### src/rtl/motor_sched_pkg.sv
// motor_sched_pkg: shared constants and FSM encoding for the motor setpoint
// scheduler (channel count, legal setpoint ceiling, default ramp step,
// speed/index widths, scheduler states).
package motor_sched_pkg;

  localparam int NUM_MOTOR_DEF = 6;
  localparam int MAX_VAL_DEF   = 999;
  localparam int STEP_DEF      = 10;
  localparam int SPD_W         = 10;
  localparam int IDX_W         = 3;

  typedef enum logic {
    IDLE = 1'b0,
    SEND = 1'b1
  } state_t;

endpackage

### src/rtl/motor_ramp_ch.sv
// motor_ramp_ch: one motor channel -- target and current speed registers,
// ramp toward the target on tick, dirty flag raised on any current change.
//   clk, rst   : clock, synchronous active-high reset
//   wr_en      : load wr_val into target
//   wr_val     : new target
//   tick       : ramp strobe
//   clr_dirty  : scheduler has snapshotted this channel
//   current    : current speed
//   dirty      : current changed since last snapshot
//   diff       : current != target
module motor_ramp_ch
  import motor_sched_pkg::*;
#(
  parameter int STEP = STEP_DEF
) (
  input  logic             clk,
  input  logic             rst,
  input  logic             wr_en,
  input  logic [SPD_W-1:0] wr_val,
  input  logic             tick,
  input  logic             clr_dirty,
  output logic [SPD_W-1:0] current,
  output logic             dirty,
  output logic             diff
);

  localparam logic [SPD_W-1:0] STEP_V = SPD_W'(STEP);

  logic [SPD_W-1:0] target;
  logic [SPD_W-1:0] cur_nxt;

  // Ramp works on the distance to target so it can never overshoot or wrap.
  always_comb begin
    cur_nxt = current;
    if (tick) begin
      if (current < target)
        cur_nxt = (target - current > STEP_V) ? current + STEP_V : target;
      else if (current > target)
        cur_nxt = (current - target > STEP_V) ? current - STEP_V : target;
    end
  end

  // A change coinciding with a snapshot keeps dirty set so the newer value
  // is sent later.
  always_ff @(posedge clk) begin
    if (rst) begin
      target  <= '0;
      current <= '0;
      dirty   <= 1'b0;
    end else begin
      if (wr_en)
        target <= wr_val;
      current <= cur_nxt;
      if (cur_nxt != current)
        dirty <= 1'b1;
      else if (clr_dirty)
        dirty <= 1'b0;
    end
  end

  assign diff = (current != target);

endmodule

### src/rtl/motor_sched.sv
// motor_sched: per-motor setpoint ramping with a round-robin update scheduler.
//   clk, rst : clock, synchronous active-high reset
//   Value    : edited setpoint (0..MAX_VAL legal)
//   Motor    : edited motor index
//   Lock     : high while editing; falling edge commits Value to Motor
//   tick     : one-cycle ramp strobe
//   OutReady : downstream accepts the presented update
//   OutValid : update presented
//   OutMotor : index of presented update
//   OutSpeed : speed of presented update
//   Busy     : registered, any channel still ramping
module motor_sched
  import motor_sched_pkg::*;
#(
  parameter int NUM_MOTOR = NUM_MOTOR_DEF,
  parameter int STEP      = STEP_DEF,
  parameter int MAX_VAL   = MAX_VAL_DEF
) (
  input  logic             clk,
  input  logic             rst,
  input  logic [SPD_W-1:0] Value,
  input  logic [IDX_W-1:0] Motor,
  input  logic             Lock,
  input  logic             tick,
  input  logic             OutReady,
  output logic             OutValid,
  output logic [IDX_W-1:0] OutMotor,
  output logic [SPD_W-1:0] OutSpeed,
  output logic             Busy
);

  logic             lock_q;
  logic             commit_q;
  logic [SPD_W-1:0] cval_q;
  logic [IDX_W-1:0] cmot_q;
  logic             commit_ok;

  logic [NUM_MOTOR-1:0] wr_en;
  logic [NUM_MOTOR-1:0] clr;
  logic [NUM_MOTOR-1:0] dirty;
  logic [NUM_MOTOR-1:0] diff;
  logic [SPD_W-1:0]     current [NUM_MOTOR];

  state_t           state, state_nxt;
  logic [IDX_W-1:0] rr_ptr;
  logic             pick_found;
  logic [IDX_W-1:0] pick_idx;
  logic             load;
  int unsigned      ci;
  logic [IDX_W-1:0] cidx;

  // Edit commit: the fall is detected against the registered Lock and the
  // edit is captured then; the target write lands on the following edge.
  always_ff @(posedge clk) begin
    if (rst) begin
      lock_q   <= 1'b0;
      commit_q <= 1'b0;
      cval_q   <= '0;
      cmot_q   <= '0;
    end else begin
      lock_q   <= Lock;
      commit_q <= lock_q & ~Lock;
      if (lock_q & ~Lock) begin
        cval_q <= Value;
        cmot_q <= Motor;
      end
    end
  end

  assign commit_ok = commit_q && (int'(cmot_q) < NUM_MOTOR) && (int'(cval_q) <= MAX_VAL);

  for (genvar g = 0; g < NUM_MOTOR; g++) begin : g_ch
    assign wr_en[g] = commit_ok && (cmot_q == IDX_W'(g));

    motor_ramp_ch #(
      .STEP(STEP)
    ) u_ch (
      .clk      (clk),
      .rst      (rst),
      .wr_en    (wr_en[g]),
      .wr_val   (cval_q),
      .tick     (tick),
      .clr_dirty(clr[g]),
      .current  (current[g]),
      .dirty    (dirty[g]),
      .diff     (diff[g])
    );
  end

  // First dirty channel at or after rr_ptr, wrapping at NUM_MOTOR-1.
  always_comb begin
    pick_found = 1'b0;
    pick_idx   = '0;
    ci         = 0;
    cidx       = '0;
    for (int unsigned k = 0; k < NUM_MOTOR; k++) begin
      ci = int'(rr_ptr) + k;
      if (ci >= NUM_MOTOR)
        ci = ci - NUM_MOTOR;
      cidx = IDX_W'(ci);
      if (!pick_found && dirty[cidx]) begin
        pick_found = 1'b1;
        pick_idx   = cidx;
      end
    end
  end

  always_comb begin
    state_nxt = state;
    clr       = '0;
    load      = 1'b0;
    case (state)
      IDLE: begin
        if (pick_found) begin
          state_nxt     = SEND;
          load          = 1'b1;
          clr[pick_idx] = 1'b1;
        end
      end
      SEND: begin
        if (OutReady)
          state_nxt = IDLE;
      end
      default: state_nxt = IDLE;
    endcase
  end

  always_ff @(posedge clk) begin
    if (rst) begin
      state    <= IDLE;
      rr_ptr   <= '0;
      OutMotor <= '0;
      OutSpeed <= '0;
      Busy     <= 1'b0;
    end else begin
      state <= state_nxt;
      Busy  <= |diff;
      if (load) begin
        OutMotor <= pick_idx;
        OutSpeed <= current[pick_idx];
      end
      if (state == SEND && OutReady)
        rr_ptr <= (OutMotor == IDX_W'(NUM_MOTOR - 1)) ? '0 : OutMotor + 1'b1;
    end
  end

  assign OutValid = (state == SEND);

endmodule
### config.mk
export PLATFORM = sky130hd
export DESIGN_NAME = motor_sched
export DESIGN_NICKNAME = d
export VERILOG_FILES = /design/src/rtl/motor_sched_pkg.sv /design/src/rtl/motor_ramp_ch.sv /design/src/rtl/motor_sched.sv
export SDC_FILE = /design/constraint.sdc
export NUM_CORES = 1
export LEC_CHECK = 0
export ABC_AREA = 0
export BUFFER_PORTS_ARGS = -buffer_cell sky130_fd_sc_hd__clkbuf_2
export CORE_ASPECT_RATIO = 1.75
export CORE_MARGIN = 1.5
export CORE_UTILIZATION = 35
export DETAILED_ROUTE_END_ITERATION = 10
export PLACE_DENSITY_LB_ADDON = 0.05
export SETUP_SLACK_MARGIN = 0.5
export SKIP_LAST_GASP = 1
export SLEW_MARGIN = 20
export SYNTH_ARGS = -nofsm -noshare
export SYNTH_HDL_FRONTEND = slang
export SYNTH_SLANG_ARGS = --single-unit
### constraint.sdc
create_clock -name clk -period 7.17 [get_ports clk]
set_input_delay 1.434 -clock clk [delete_from_list [all_inputs] [get_ports clk]]
set_output_delay 1.434 -clock clk [all_outputs]
set_load 0.01 [all_outputs]
==> results of run 1 <==
## stage by stage
step | hold slack [ns] | utilization | setup WS (ns) | total power, mW | instances
2_1_floorplan | 0.445 | - | 3.22 | 6.31 | 2509
3_3_place_gp | 0.463 | 0.362 | 2.12 | 8.16 | 3066
3_5_place_dp | 0.473 | 0.362 | 2.00 | 8.17 | 3066
4_1_cts | 0.484 | 0.373 | 1.99 | 9.15 | 3097
5_1_grt | 0.513 | 0.373 | 1.55 | 9.90 | 3097
6_report | 0.486 | 0.373 | 1.94 | 9.21 | 3097
## cells by family after synthesis
group	count (synthesis)	share of synthesized area
AOI/OAI and AO/OA	788	0.293
and+or+nand+nor	813	0.216
DFF	159	0.173
muxes	174	0.0976
xor gates and xnor gates	83	0.0395
buffers and inverters	345	0.0763
adders and majority gates	147	0.105
## cells in the mapped netlist (8+ instances only)
master	n
nor2_1	242
a21oi_1	202
nand2_1	188
dfxtp_1	159
inv_1	159
mux2i_1	156
clkbuf_1	143
ha_1	135
o21ai_0	113
nor3_1	82
a211oi_1	59
xnor2_1	56
nand3_1	55
a21o_1	40
a31oi_1	36
nand2b_1	32
o22ai_1	31
nand4_1	29
o21a_1	29
or3_1	28
nor4_1	27
xor2_1	27
nor2b_1	26
buf_2	24
and3_1	22
o211ai_1	18
o221ai_1	18
o31ai_1	18
a211o_1	15
o2111ai_1	15
a221oi_1	14
mux2_2	14
o21ai_1	14
fa_1	12
a2111oi_0	11
or2_2	11
a311oi_1	10
nor3b_1	10
o21bai_1	10
or4_1	10
a22oi_1	9
and2_1	9
a221o_1	8
nand3b_1	8
## power breakdown
part	switching (mW)	total (mW)	internal [mW]
Sequential	0.459	1.50	1.04
Combinational	4.22	6.77	2.56
Clock	0.422	0.936	0.515
Total	5.10	9.21	4.11
## worst max-delay path: stages, from the launching register on
cell and delay, ns:
dfxtp_1 0.74, inv_1 0.23, ha_1 0.58, o2111ai_1 0.28, a21o_1 0.23, a2111oi_0 0.45
nand4_1 0.89, nand4_1 0.38, o31ai_1 0.11, nor4b_1 0.58, o2111ai_1 0.20, o41ai_1 0.27
a41oi_1 0.15
## sequential cells by signal (all words and copies together) (netlist names)
name	flops
Busy	1
OutMotor	3
OutSpeed	10
OutValid	1
cmot_q	3
commit_q	1
cval_q	10
g_ch.u_ch.current	60
g_ch.u_ch.dirty	6
g_ch.u_ch.target	60
lock_q	1
rr_ptr	3
## cell type report
class / count / area share
inverters: 162 / 0.0312
flip-flops and latches: 159 / 0.164
repair buffers: 62 / 0.0203
clock buffers: 19 / 0.0222
clock inverters: 12 / 0.00707
multi-input cells: 2005 / 0.712
well taps: 678 / 0.0436
## routing by layer
| layer | track usage | share of wire | vias to the layer above |
|---|---|---|---|
| li1 | - | - | 9004 |
| met1 | 0.301 | 0.39 | 9109 |
| met2 | 0.520 | 0.53 | 554 |
| met3 | 0.0167 | 0.028 | 175 |
| met4 | 0.156 | 0.058 | 0 |
| met5 | 0 | 0 | - |
## final timing paths
kind                      startpoint                 end  slack (ns)  cells past startpoint
max reg2reg  g_ch[0].u_ch.current[4]  g_ch[0].u_ch.dirty        1.94                     12
max          g_ch[0].u_ch.current[4]  g_ch[0].u_ch.dirty        1.94                     12
min                        cmot_q[2]           cmot_q[2]        0.49                      2
min reg2reg                cmot_q[2]           cmot_q[2]        0.49                      2
==> results.py, run 1 <==
metrics = {
    "status": {
        "status": "complete, no violations",
    },
    "detailed_routing": {
        "vias_per_cell": 6.08,
        "drcViolationCount": 0,
        "dr_total_vias": 18800,
        "drt_pass1_iterations": 8,
        "wl_um": 75100,
        "drtIter0Drc": 1340,
        "ant_nets": 0,
        "routedWlPerCell_um": 24.2,
    },
    "timing": {
        "timing_worst_slew_pin_value_ns": 1.08,
        "finalCritPeriodShare": 0.729,
        "fin_worst_skew_ns": 0.0163,
        "min_period_ns": 5.23,
        "setup_tns_ns": 0,
        "finalMaxSlewViolations": 0,
        "max_slew_margin": 0.279,
        "setup_violations": 0,
        "finalHoldViolCount": 0,
        "fmax_ghz": 0.191,
        "rsz0062_at_grt": "no",
    },
    "cts": {
        "path_clk_slew_ns": 0.07,
        "cts_buffers": 17,
        "clock-sinks": 159,
        "htreeDepth": 4,
        "cts.path.max_buffers": 2,
        "cts_resized": 0,
        "root_buffer": "clkbuf_16",
        "hold_buffers": 0,
        "post-cts-setup-buffer-count": 0,
        "cts_tree": "yes",
        "clk_latency_ns": 0.44,
    },
    "setup_path": {
        "endpoint_kind": "register",
        "worstPathRequired_ns": 7.47,
        "path_max_fanout": 21,
        "criticalPathCategory": "register to register",
        "arrival_ns": 5.53,
        "crit_path_start_kind": "register",
    },
    "global_route": {
        "overflow": 0,
        "grt_pass1_vias": 18800,
        "antenna_found_initial": 0,
        "grt_max_degree": 121,
        "grt_first_pass_wirelength_um": 115000,
        "track_usage": 0.276,
    },
    "final_layout": {
        "final_area_mm2": 0.0195,
        "fillers": 5711,
        "area_growth_pct": 5.66,
        "final_cell_mix": "nor2_1 (241), a21oi_1 (202), nand2_1 (188)",
        "seq_area_mm2": 0.00318,
        "multiInputGateArea_mm2": 0.0139,
        "final_common_cell": "nor2_1",
        "diodes": 0,
        "fin_nets": 2572,
        "drive_gt1_frac": 0.0678,
    },
    "yosys": {
        "yosysUniqueCellTypes": 105,
        "async_reset_ff_frac": 0,
        "syn-instance-count": 2509,
        "syn_area_mm2": 0.0184,
        "yosysSeqAreaShare": 0.173,
        "synth_seq_cells": 159,
        "syn_area_per_cell_um2": 7.34,
        "synthTopCellsByArea": "dfxtp_1 (17%), ha_1 (9.2%), mux2i_1 (8.5%)",
        "synth_flop_cell": "dfxtp_1",
        "syn_nets": 2674,
        "synth_top_area_cell": "dfxtp_1",
        "synth_edf_count": 0,
        "ys_warn_count": 0,
        "synth_top_area_share": 0.173,
    },
    "pwr": {
        "pwr_density_cell_mw_per_mm2": 473,
        "p_leak_nw": 7.67,
        "vdd_drop_max_mv": 0.193,
    },
    "floorplan": {
        "core_mm2": 0.0522,
        "die_height_um": 306,
        "ios": 33,
        "chipWidth_um": 176,
        "initial_core_util": 0.353,
        "die-area_mm2": 0.0541,
        "rows": 111,
    },
    "worst_hold_path": {
        "hold_class": "register to register",
    },
    "run": {
        "drv_cap": 0,
    },
    "placed_design": {
        "dp_hpwl_um": 58200,
        "io_buffers": 32,
        "globalplace.congestion": 0.943,
        "place_area_mm2": 0.0189,
    },
}
(Power assumes the default switching activity.)
==> inputs of run 2 (changes only) <==
clock period = 4.8 ns   (was 7.17 ns; I/O delays follow)
==> results.py, run 2 (synthesis results as in run 1) <==
metrics = {
    "floorplan": {
        "die_height_um": 306,
        "initial_core_util": 0.353,
        "ios": 33,
        "die-area_mm2": 0.0541,
        "core_mm2": 0.0522,
        "chipWidth_um": 176,
        "rows": 111,
    },
    "run": {
        "drv_cap": 0,
    },
    "cts": {
        "cts.path.max_buffers": 2,
        "clk_latency_ns": 0.45,
        "clock-sinks": 159,
        "cts_buffers": 17,
        "root_buffer": "clkbuf_16",
        "path_clk_slew_ns": 0.07,
        "htreeDepth": 4,
        "hold_buffers": 0,
        "cts_tree": "yes",
    },
    "placed_design": {
        "post-place-ws_ns": 0.268,
        "dp_hpwl_um": 62000,
        "io_buffers": 32,
        "globalplace.congestion": 0.945,
        "place_area_mm2": 0.0196,
    },
    "detailed_routing": {
        "routed.top_layer": "met4",
        "drcViolationCount": 0,
        "vias_per_cell": 6.13,
        "wl_met1_um": 29200,
        "routedWlPerCell_um": 24.6,
        "ant_nets": 0,
        "met2WireLength_um": 41600,
        "wl_um": 78600,
        "route.met3.wl_um": 2550,
        "drt_pass1_iterations": 5,
        "dr_total_vias": 19600,
        "drtIter0Drc": 1479,
    },
    "pwr": {
        "p_comb_frac": 0.774,
        "sw_frac_of_total": 0.544,
        "vdd_drop_max_mv": 0.272,
        "pwr_density_cell_mw_per_mm2": 711,
        "seqPwrFrac": 0.128,
        "p_int_mw": 6.62,
        "power.switching_mw": 7.91,
        "p_leak_nw": 8.22,
        "pwr-share-clk": 0.098,
    },
    "setup_path": {
        "path_max_fanout": 13,
        "arrival_ns": 4.44,
        "crit_top_cell": "o41ai_2",
        "max_stage_delay_ns": 0.51,
        "criticalPathCategory": "register to register",
        "worstPathRequired_ns": 5.10,
        "crit_path_start_kind": "register",
        "endpoint_kind": "register",
        "path_cells": "inv_1 -> ha_1 -> and3_4 -> a221o_1 -> a21oi_1 -> xnor2_1 -> nor3b_1 -> a32o_1 -> buf_4 -> a211o_1 -> o41ai_2 -> o211ai_1 -> o41ai_2 -> a41oi_1",
        "crit_family": "compound AO/OA/AOI/OAI gates",
        "crit_buf_inv": 2,
        "crit_slowest_cell": "ha_1",
    },
    "global_route": {
        "grt_pass1_vias": 19600,
        "track_usage": 0.287,
        "antenna_found_initial": 0,
        "overflow": 0,
        "grt_max_degree": 98,
        "grt_first_pass_wirelength_um": 118000,
    },
    "final_layout": {
        "final_area_mm2": 0.0204,
        "drive_gt1_frac": 0.121,
        "seq_area_mm2": 0.00320,
        "multiInputGateArea_mm2": 0.0140,
        "area_growth_pct": 11.0,
        "reg_top3": "g_ch.u_ch.current x60, g_ch.u_ch.target x60",
        "fillers": 5634,
        "post-route-util": 0.391,
        "fin_nets": 2673,
        "final_cell_mix": "nor2_1 (241), a21oi_1 (201), nand2_1 (188)",
        "final_common_cell": "nor2_1",
        "diodes": 0,
    },
    "timing": {
        "setup_tns_ns": 0,
        "setup_ws_ns": 0.657,
        "finalMaxSlewViolations": 0,
        "rsz0062_at_grt": "yes",
        "fin_worst_skew_ns": 0.0112,
        "finalCritPeriodShare": 0.863,
        "setup_violations": 0,
        "max_slew_margin": 0.413,
        "finalHoldViolCount": 0,
        "hold_ws_ns": 0.493,
        "timing_worst_slew_pin_value_ns": 0.867,
        "fmax_ghz": 0.241,
        "min_period_ns": 4.14,
    },
    "status": {
        "status": "complete, no violations",
    },
    "worst_hold_path": {
        "hold_class": "register to register",
    },
}
-- run 2: worst min-delay path, delay by kind of cell, from the launching register on --
kind	cells	cell delay, ns
AOI/OAI and AO/OA	1	0.05
and+or+nand+nor	1	0.06
DFF	1	0.33
-- run 2: routing by layer --
metal | vias to the layer above | track usage
met3 | 227 | 0.0181
met5 | - | 0
met2 | 660 | 0.550
met1 | 9487 | 0.301
li1 | 9221 | -
met4 | 0 | 0.178
-- run 2: final timing paths --
kind	startpoint	endpoint	slack, ns	cells past startpoint
setup / recovery	g_ch[5].u_ch.current[6]	g_ch[5].u_ch.dirty	0.66	14
hold / removal	cmot_q[2]	cmot_q[2]	0.49	2
setup reg to reg	g_ch[5].u_ch.current[6]	g_ch[5].u_ch.dirty	0.66	14
hold reg to reg	cmot_q[2]	cmot_q[2]	0.49	2
-- run 2: final cells by class --
cell class                      instances  share of cell area
Clock buffer                           18              0.0215
Clock inverter                         14             0.00729
Inverter                              162              0.0299
Multi-Input combinational cell       2005               0.685
Sequential cell                       159               0.156
Tap cell                              678              0.0415
Timing Repair Buffer                  163              0.0586
-- run 2: power groups by stage --
stage / sequential (mW) / combinational, mW / clock, mW
2_1_floorplan: 1.77 / 7.66 / 0
3_3_place_gp: 1.88 / 10.9 / 0
3_5_place_dp: 1.88 / 10.9 / 0
4_1_cts: 1.85 / 11.0 / 1.47
5_1_grt: 1.89 / 12.1 / 1.50
6_report: 1.86 / 11.2 / 1.43
-- run 2: through the flow --
stage          std cells  total power, mW
4_1_cts             3194             14.3
3_5_place_dp        3160             12.8
3_3_place_gp        3160             12.8
5_1_grt             3199             15.5
2_1_floorplan       2509             9.43
6_report            3199             14.5
-- run 2: repair_timing --
action	CTS	global route
endpoints found under the setup margin	3	8
resized for setup	10	39
setup buffers	2	5
pin swaps	1	2
